--- config.mk ---
export PLATFORM = sky130hd
export DESIGN_NAME = two_stream_arbiter
export DESIGN_NICKNAME = d
export VERILOG_FILES = /design/src/rtl/two_stream_arbiter.sv
export SDC_FILE = /design/constraint.sdc
export NUM_CORES = 1
export LEC_CHECK = 0
export CAP_MARGIN = 20
export CORE_AREA = 2 2 39 41
export CTS_BUF_LIST = sky130_fd_sc_hd__clkbuf_4
export DETAILED_ROUTE_END_ITERATION = 16
export DIE_AREA = 0 0 41 43
export SYNTH_ARGS = -nofsm -noshare
export SYNTH_HDL_FRONTEND = slang
export SYNTH_SLANG_ARGS = --single-unit
--- constraint.sdc ---
create_clock -name clk -period 1.9 [get_ports clk]
set_input_delay 0.285 -clock clk [delete_from_list [all_inputs] [get_ports clk]]
set_output_delay 0.285 -clock clk [all_outputs]
set_load 0.02 [all_outputs]
--- src/rtl/two_stream_arbiter.sv ---
// Two-stream valid/ready arbiter feeding a one-entry output register with source tag.
// Define ARB_RR_EN for round-robin contention; otherwise stream A has fixed priority.
module two_stream_arbiter #(
  parameter int WIDTH = 4
) (
  input  logic             clk,
  input  logic             rst,
  input  logic [WIDTH-1:0] a_data,
  input  logic             a_valid,
  output logic             a_ready,
  input  logic [WIDTH-1:0] b_data,
  input  logic             b_valid,
  output logic             b_ready,
  output logic [WIDTH-1:0] out_data,
  output logic             out_valid,
  input  logic             out_ready,
  output logic             sel
);

  // Handshake: a word moves when valid and ready are both high on a rising edge.
  logic [WIDTH-1:0] data_q, data_d;
  logic             valid_q, valid_d;
  logic             sel_q, sel_d;
  logic             load_en;
  logic             grant_a, grant_b;
  logic             xfer;

`ifdef ARB_RR_EN
  // last_q records the most recent winner; 1 out of reset so A wins first.
  logic last_q, last_d;

  always_ff @(posedge clk or posedge rst) begin
    if (rst) last_q <= 1'b1;
    else     last_q <= last_d;
  end

  always_comb begin
    grant_a = a_valid & (~b_valid | last_q);
    grant_b = b_valid & ~grant_a;
    last_d  = xfer ? grant_b : last_q;
  end
`else
  always_comb begin
    grant_a = a_valid;
    grant_b = b_valid & ~a_valid;
  end
`endif

  assign load_en = ~valid_q | out_ready;
  // Readies are forced low while reset is held, even though the register reads empty.
  assign a_ready = ~rst & load_en & grant_a;
  assign b_ready = ~rst & load_en & grant_b;
  assign xfer    = a_ready | b_ready;

  always_comb begin
    data_d  = data_q;
    valid_d = valid_q;
    sel_d   = sel_q;
    if (xfer) begin
      data_d  = grant_b ? b_data : a_data;
      sel_d   = grant_b;
      valid_d = 1'b1;
    end else if (valid_q && out_ready) begin
      valid_d = 1'b0;
    end
  end

  always_ff @(posedge clk or posedge rst) begin
    if (rst) begin
      data_q  <= '0;
      valid_q <= 1'b0;
      sel_q   <= 1'b0;
    end else begin
      data_q  <= data_d;
      valid_q <= valid_d;
      sel_q   <= sel_d;
    end
  end

  assign out_data  = data_q;
  assign out_valid = valid_q;
  assign sel       = sel_q;

endmodule

==> qor.yml <==
outcome:
  outcome: "completed"
placement:
  gp_congestion: 0.785
  port_buffers: 20
  hpwl_um: 709
grt:
  grt_overflow: 0
  grt.total_usage_pct: 12.5
  grt_antenna_before_repair: 0
  grt_pass1_vias: 372
  grt_pass1_wl_mm: 1.49
  grt_max_degree: 13
setup_path:
  critPathSlowestCell: "clkdlybuf4s50_1"
  endpoint_kind: "primary output"
  worst-path-buf-inv: 3
  crit_required_ns: 1.62
  crit_chain: "clkdlybuf4s50_1, and2b_1, nand2_1, inv_1, dlygate4sd2_1"
  worstPathArrival_ns: 1.45
  worstPathMaxFanout: 3
  start_kind: "input pin"
  critPathTopFamily: "buffers and inverters"
  cp_slowest_stage_delay_ns: 0.52
  crit_type: "in2out"
route:
  num_vias: 367
  routed_via_density: 4.65
  drcViolationCount: 0
  ant_nets: 0
  wl_per_cell_um: 11.1
  drt-initial-drc-count: 9
  wl_um: 877
  dr.pass1.iters: 4
timing:
  fin_crit_ns: 1.74
  max_clock_freq_mhz: 576
  setup_viol_count_final: 0
  slew_headroom_pct: 85.5
  finalHoldViolations: 0
  drv_slew: 0
  tightest_slew_ns: 0.218
  period_share_pct: 91.4
  final.setup_skew_ns: 0.00462
  rsz0062_at_grt: "false"
clock_tree:
  cts_inserted_buffers: 3
  clock_path_buffers: 2
  cts-resized-gates: 2
  clock_latency_ns: 0.24
  cts_tree: "built"
  htreeDepth: 1
  root_buffer: "clkbuf_4"
  clkTransAtPathRegs_ns: 0.05
  clock-sinks: 6
  cts_hold_buf: 0
  post_cts.repair.setup_buffers: 0
layout:
  finish.utilization_pct: 44.7
  antennaDiodeCount: 0
  fill_cells: 150
  drive_above_1_share_pct: 25.4
  most-common-layout-cells: "18 x clkdlybuf4s50_1, 7 x buf_4, 6 x dfrtp_1"
  final-seq-area_um2: 150
  area_growth_pct: 90.0
  multi_input_area_um2: 160
  final_nets: 78
  final_common_cell: "clkdlybuf4s50_1"
synth:
  yosys_register_bits: 6
  synth_top_cell_area_share_pct: 46.2
  synth_nets: 46
  syn_avg_cell_area_um2: 9.86
  netlist_top_cells_area: "dfrtp_1 46%, o221a_2 6.9%, a41oi_1 5.4%"
  syn_area_um2: 325
  synth.yosys.seq_area_share_pct: 46.2
  synthCells: 33
  yosysWarnings: 0
  ys_types: 18
  yosysTopAreaCell: "dfrtp_1"
pwr:
  p_seq_share_pct: 36.9
  p_sw_share_pct: 28.9
  clkPwrFrac_pct: 26.0
  powerDensity_nw_per_um2: 715
  total_power_uw: 442
  p_sw_uw: 128
  comb_power_share_pct: 37.1
  vdd_drop_max_uv: 298
  p_leak_nw: 0.287
  p_int_uw: 314
die:
  dieArea_um2: 1760
  start_util_pct: 23.5
  die_h_um: 43
  ioPinCount: 21
  core-area_um2: 1380
  num_rows: 14
  die_x_um: 41
job:
  cap_violations: 0
worst_hold_path:
  hp-class: "in2async"
==> area by class of cell <==
type                            count  area share [%]
Inverter                            4            2.43
Sequential cell                     6            24.3
Multi-Input combinational cell     23            25.9
Timing Repair Buffer               27            40.5
Clock buffer                        3            3.64
Tap cell                           16            3.24
==> sequential cells by signal, summed over array words and instances (netlist names) <==
register,cells
out_data,4
out_valid,1
sel,1
==> metal layers <==
| metal | GRT usage [%] | part of all wire [%] | vias up |
|---|---|---|---|
| li1 | - | - | 182 |
| met1 | 16.7 | 50 | 167 |
| met2 | 16.9 | 42 | 18 |
| met3 | 3.66 | 7.1 | 0 |
| met4 | 8.00 | 0 | 0 |
| met5 | 0 | 0 | - |
==> cell families after synthesis <==
| group | share of synthesized area, % |
|---|---|
| AO/OA/AOI/OAI | 26.5 |
| buffers and inverters | 4.61 |
| flip-flops | 46.2 |
| AND/OR/NAND/NOR | 22.7 |
==> worst min-delay path, delay by kind of cell <==
family / cells / cell delay (ns)
buffers and inverters: 3 / 0.71
==> worst paths after layout <==
| check | from | end | slack [ns] | depth (start not counted) |
|---|---|---|---|---|
| max | rst | a_ready | 0.16 | 5 |
| min | rst | sel | 0.41 | 3 |
| max reg2reg | out_valid | out_data[0] | 0.76 | 4 |
| min reg2reg | out_data[2] | out_data[2] | 0.48 | 1 |
| max in group asynchronous | rst | out_valid | 1.35 | 3 |
| min in group clk | out_data[2] | out_data[2] | 0.48 | 1 |
==> synthesized netlist by cell type <==
| cell | count |
|---|---|
| inv_1 | 3 |
| or2_2 | 1 |
| nand3_1 | 1 |
| and2b_1 | 2 |
| inv_2 | 1 |
| a21o_1 | 1 |
| nor2b_2 | 1 |
| a22oi_1 | 2 |
| a41oi_1 | 2 |
| a31oi_1 | 1 |
| o221a_2 | 2 |
| nor2_1 | 2 |
| nor3_1 | 2 |
| dfrtp_1 | 6 |
| nand2b_1 | 1 |
| o2bb2ai_1 | 2 |
| and3_2 | 1 |
| nand2_1 | 2 |
==> through the flow <==
step | setup WS, ns | hold slack (ns) | TNS (ns) | instance area, um2 | cells
after floorplan | 0.715 | 0.0728 | 0 | 325 | 33
after global placement | -0.108 | 0.480 | -0.208 | 598 | 76
after detailed placement | -0.107 | 0.478 | -0.212 | 598 | 76
after CTS | 0.159 | 0.401 | 0 | 618 | 79
after global routing | 0.0998 | 0.447 | 0 | 618 | 79
final | 0.164 | 0.412 | 0 | 618 | 79
==> power groups by stage <==
stage,logic (mW),registers [mW],clock network (mW)
2_1_floorplan,0.0464,0.189,0
3_3_place_gp,0.166,0.165,0
3_5_place_dp,0.166,0.165,0
4_1_cts,0.165,0.163,0.122
5_1_grt,0.178,0.165,0.129
6_report,0.164,0.163,0.115
Note: power is estimated with default switching activity, not from simulation.
==> RTL edit 1, RTL diff (same settings) <==
Build with the macro `ARB_RR_EN` defined.
--- a/src/rtl/two_stream_arbiter.sv
+++ b/src/rtl/two_stream_arbiter.sv
@@ -1,4 +1,6 @@
 // Two-stream valid/ready arbiter feeding a one-entry output register with source tag.
 // Define ARB_RR_EN for round-robin contention; otherwise stream A has fixed priority.
+`define ARB_RR_EN
+
 module two_stream_arbiter #(
   parameter int WIDTH = 4
Check against the original RTL: not equivalent (Yosys sat finds a counterexample within 4 cycles, from zero or initial values and one cycle with rst high).
==> RTL edit 1 against the unedited design <==
- via count down 0.27%
- sequential cell count up 1
- setup slack gained 26 ps
- synthesized area is 12% higher
- sequential share of layout area increased by 2.5 points
- combinational power up 24%
- fmax rose by 1.5%
- power increased by 24%
- first-iteration DRC count is 100% lower
- non-clock buffer count decreased by 1
- routed wire length increased by 3.2%
- largest cell class unchanged
- design area up 6.5%
- register-to-register slack worse by 70 ps
==> RTL edit 1: results (changes against the unedited design) <==
stage	metric	value	unit	change
route	first-pass detailed-route iteration total	1		-3
synthesis	main area contributors after synthesis	dfrtp_1 (41%), a2bb2oi_1 (9.6%), o32ai_1 (9.6%)		
power_and_ir_drop	Leak	0.000281	uW	-2.2%
place	worst slack, placed	-97.2	ps	+9.83 ps
power_and_ir_drop	seq pwr	201	uW	+23%
power_and_ir_drop	combinational fraction of design power	36.9	%	-0.2 points
final_layout	multi-input gates	22		-4.3%
timing	clock skew	3.46	ps	-1.16 ps
place	dpl cell area	631	um2	+5.4%
critical_path	worst endpoint data arrival time	1420	ps	-30 ps
final_layout	Non-clk invs	2		-2
place	Post-Place Cells	73		-3.9%
critical_path	worst-path maximum fanout	4		+1
critical_path	Reg-to-Reg Start	last_q		
route	Iteration-0 DRC Markers	0		-9
place	gpl congestion	0.768		-2.1%
power_and_ir_drop	Peak VDD IR	0.000309	V	+3.6%
final_layout	Fill cells	141		-6.0%
timing	final hold slack	422	ps	+10.4 ps
global_routing	vias in the first global route	375		+0.81%
synthesis	Post-synth top cells	dfrtp_1 (6), a2bb2oi_1 (4), o32ai_1 (4)		
synthesis	Cell variety after synth	17		-1
critical_path	worst reg2reg setup slack	690	ps	-70 ps
critical_path	crit path launch	a_valid		
final_layout	Layout clock buffers	4		+1
final_layout	Data buffer area share	36.9	%	-3.6 points
route	Routed Wire Length	905	um	+3.2%
final_layout	Area Growth Syn to Fin	80.1	%	
final_layout	Reg area	176	um2	+17%
final_layout	layout cells sized above 1	29.5	%	+4.1 points
synthesis	syn_area_per_cell	11.8	um2	+20%
place	DP HPWL	764	um	+7.7%
status	status	completed		
route	via/cell ratio	4.75		+2.3%
timing	Min Clock Period, post-route	1710	ps	-26.4 ps
synthesis	register area share after synthesis	48.3	%	+2.1 points
timing	Worst Tran Pin Value	264	ps	+46.1 ps
power_and_ir_drop	pwr/cell area	835	nW/um2	+17%
-- RTL edit 1: cell types whose count changed after synthesis, moves of 2 or more --
| cell | unedited run | this run |
|---|---|---|
| a22oi_1 | 2 | 0 |
| a2bb2oi_1 | 0 | 4 |
| a41oi_1 | 2 | 0 |
| and2b_1 | 2 | 0 |
| nor3_1 | 2 | 0 |
| o221a_2 | 2 | 0 |
| o32ai_1 | 0 | 4 |
-- RTL edit 1: critical path, cell delays in order --
cell and delay, ps:
clkdlybuf4s50_1 480, a21bo_2 250, nor2_1 80, dlygate4sd2_1 330
-- RTL edit 1: routing by layer --
layer,vias to the layer above,track usage (%),part of all wire [%]
met2,13,19.7,49
met4,0,10.0,0
met3,0,2.09,9.9
met5,-,0,0
li1,183,-,-
met1,170,14.0,41
-- RTL edit 1: timing repair --
item / 4_1_cts / 5_1_grt
setup buffers: 0 / 0
resized for setup: 2 / 0
setup endpoints to repair: 2 / 0
hold buffers: 0 / 0
==> RTL edit 2, RTL diff (same settings) <==
Made on the original files. `data_q` no longer has a reset.
--- a/src/rtl/two_stream_arbiter.sv
+++ b/src/rtl/two_stream_arbiter.sv
@@ -68,12 +68,14 @@
   always_ff @(posedge clk or posedge rst) begin
     if (rst) begin
-      data_q  <= '0;
       valid_q <= 1'b0;
       sel_q   <= 1'b0;
     end else begin
-      data_q  <= data_d;
       valid_q <= valid_d;
       sel_q   <= sel_d;
     end
+  end
+
+  always_ff @(posedge clk) begin
+    data_q <= data_d;
   end
 
Check against the original RTL: differs if rst is asserted again (counterexample within 4 cycles, from zero or initial values and one cycle with rst high); with rst held inactive, the same outputs for 10 cycles.
==> RTL edit 2 against the unedited design <==
- synthesized area fell by 12%
- sequential cell count did not move
- setup slack improved by 45 ps
- critical endpoint is now b_ready
- global-route usage fell by 4.6 points
- clock skew fell by 0.99 ps
- count of clock-buffer cells in the layout did not move
- power fell by 16%
- routed wire length fell by 29%
- design area fell by 8.9%
==> RTL edit 2: results (changes against the unedited design) <==
stage	metric	value	unit	change
status	status	completed		
place	worst slack, placed	-61.1	ps	+46.0 ps
timing	final hold slack	205	ps	-207 ps
power_and_ir_drop	Logic power comb	100	uW	-39%
synthesis	Post-synth EDFFs	4		+4
final_layout	nets	63		-19%
critical_path	crit path launch	b_valid		
route	Iteration-0 DRC Markers	2		-7
critical_path	Setup crit end	b_ready		
critical_path	reg2reg end	out_data[2]		
route	DR WL/cell	9.80	um	-12%
power_and_ir_drop	switching pwr	84.8	uW	-34%
place	gpl congestion	0.668		-15%
power_and_ir_drop	Leak	0.000241	uW	-16%
synthesis	Async S/R FF share, synth	33.3	%	-67 points
place	DP HPWL	510	um	-28%
route	wire length on met2	248	um	-33%
critical_path	worst reg2reg setup slack	690	ps	-70 ps
critical_path	crit-path max cell delay	480	ps	-40 ps
global_routing	global-route wire length before repair	883	um	-41%
route	first-pass detailed-route iteration total	2		-2
global_routing	vias in the first global route	236		-37%
critical_path	worst-path maximum fanout	2		-1
synthesis	Most used DFF post-synth	edfxtp_1		
place	Post-Place Cells	61		-20%
-- RTL edit 2: cell count changes after synthesis, sizes merged, moves of 2 or more --
cell / before / now
mux2: 0 / 4
edfxtp: 0 / 4
dfrtp: 6 / 2
inv: 4 / 1
a22oi: 2 / 0
o221a: 2 / 0
o2bb2ai: 2 / 0
and2b: 2 / 0
nor3: 2 / 0
a41oi: 2 / 0
-- RTL edit 2: layout make-up --
type	count	area, um2
repair buffers	25	235
clock buffers	3	22.5
inverters	1	3.75
flip-flops and latches	6	170
multi-input cells	13	111
well taps	16	20.0
fillers	138	821
-- RTL edit 2: logic make-up (layout without fill, tap and decap cells) --
| logic type | after synthesis | in the layout | share of synthesized area, % |
|---|---|---|---|
| AO/OA/AOI/OAI | 2 | 2 | 3.95 |
| buffers and inverters | 1 | 29 | 1.31 |
| flip-flops | 6 | 6 | 59.7 |
| multiplexers | 4 | 4 | 15.8 |
| AND/OR/NAND/NOR | 7 | 7 | 19.3 |
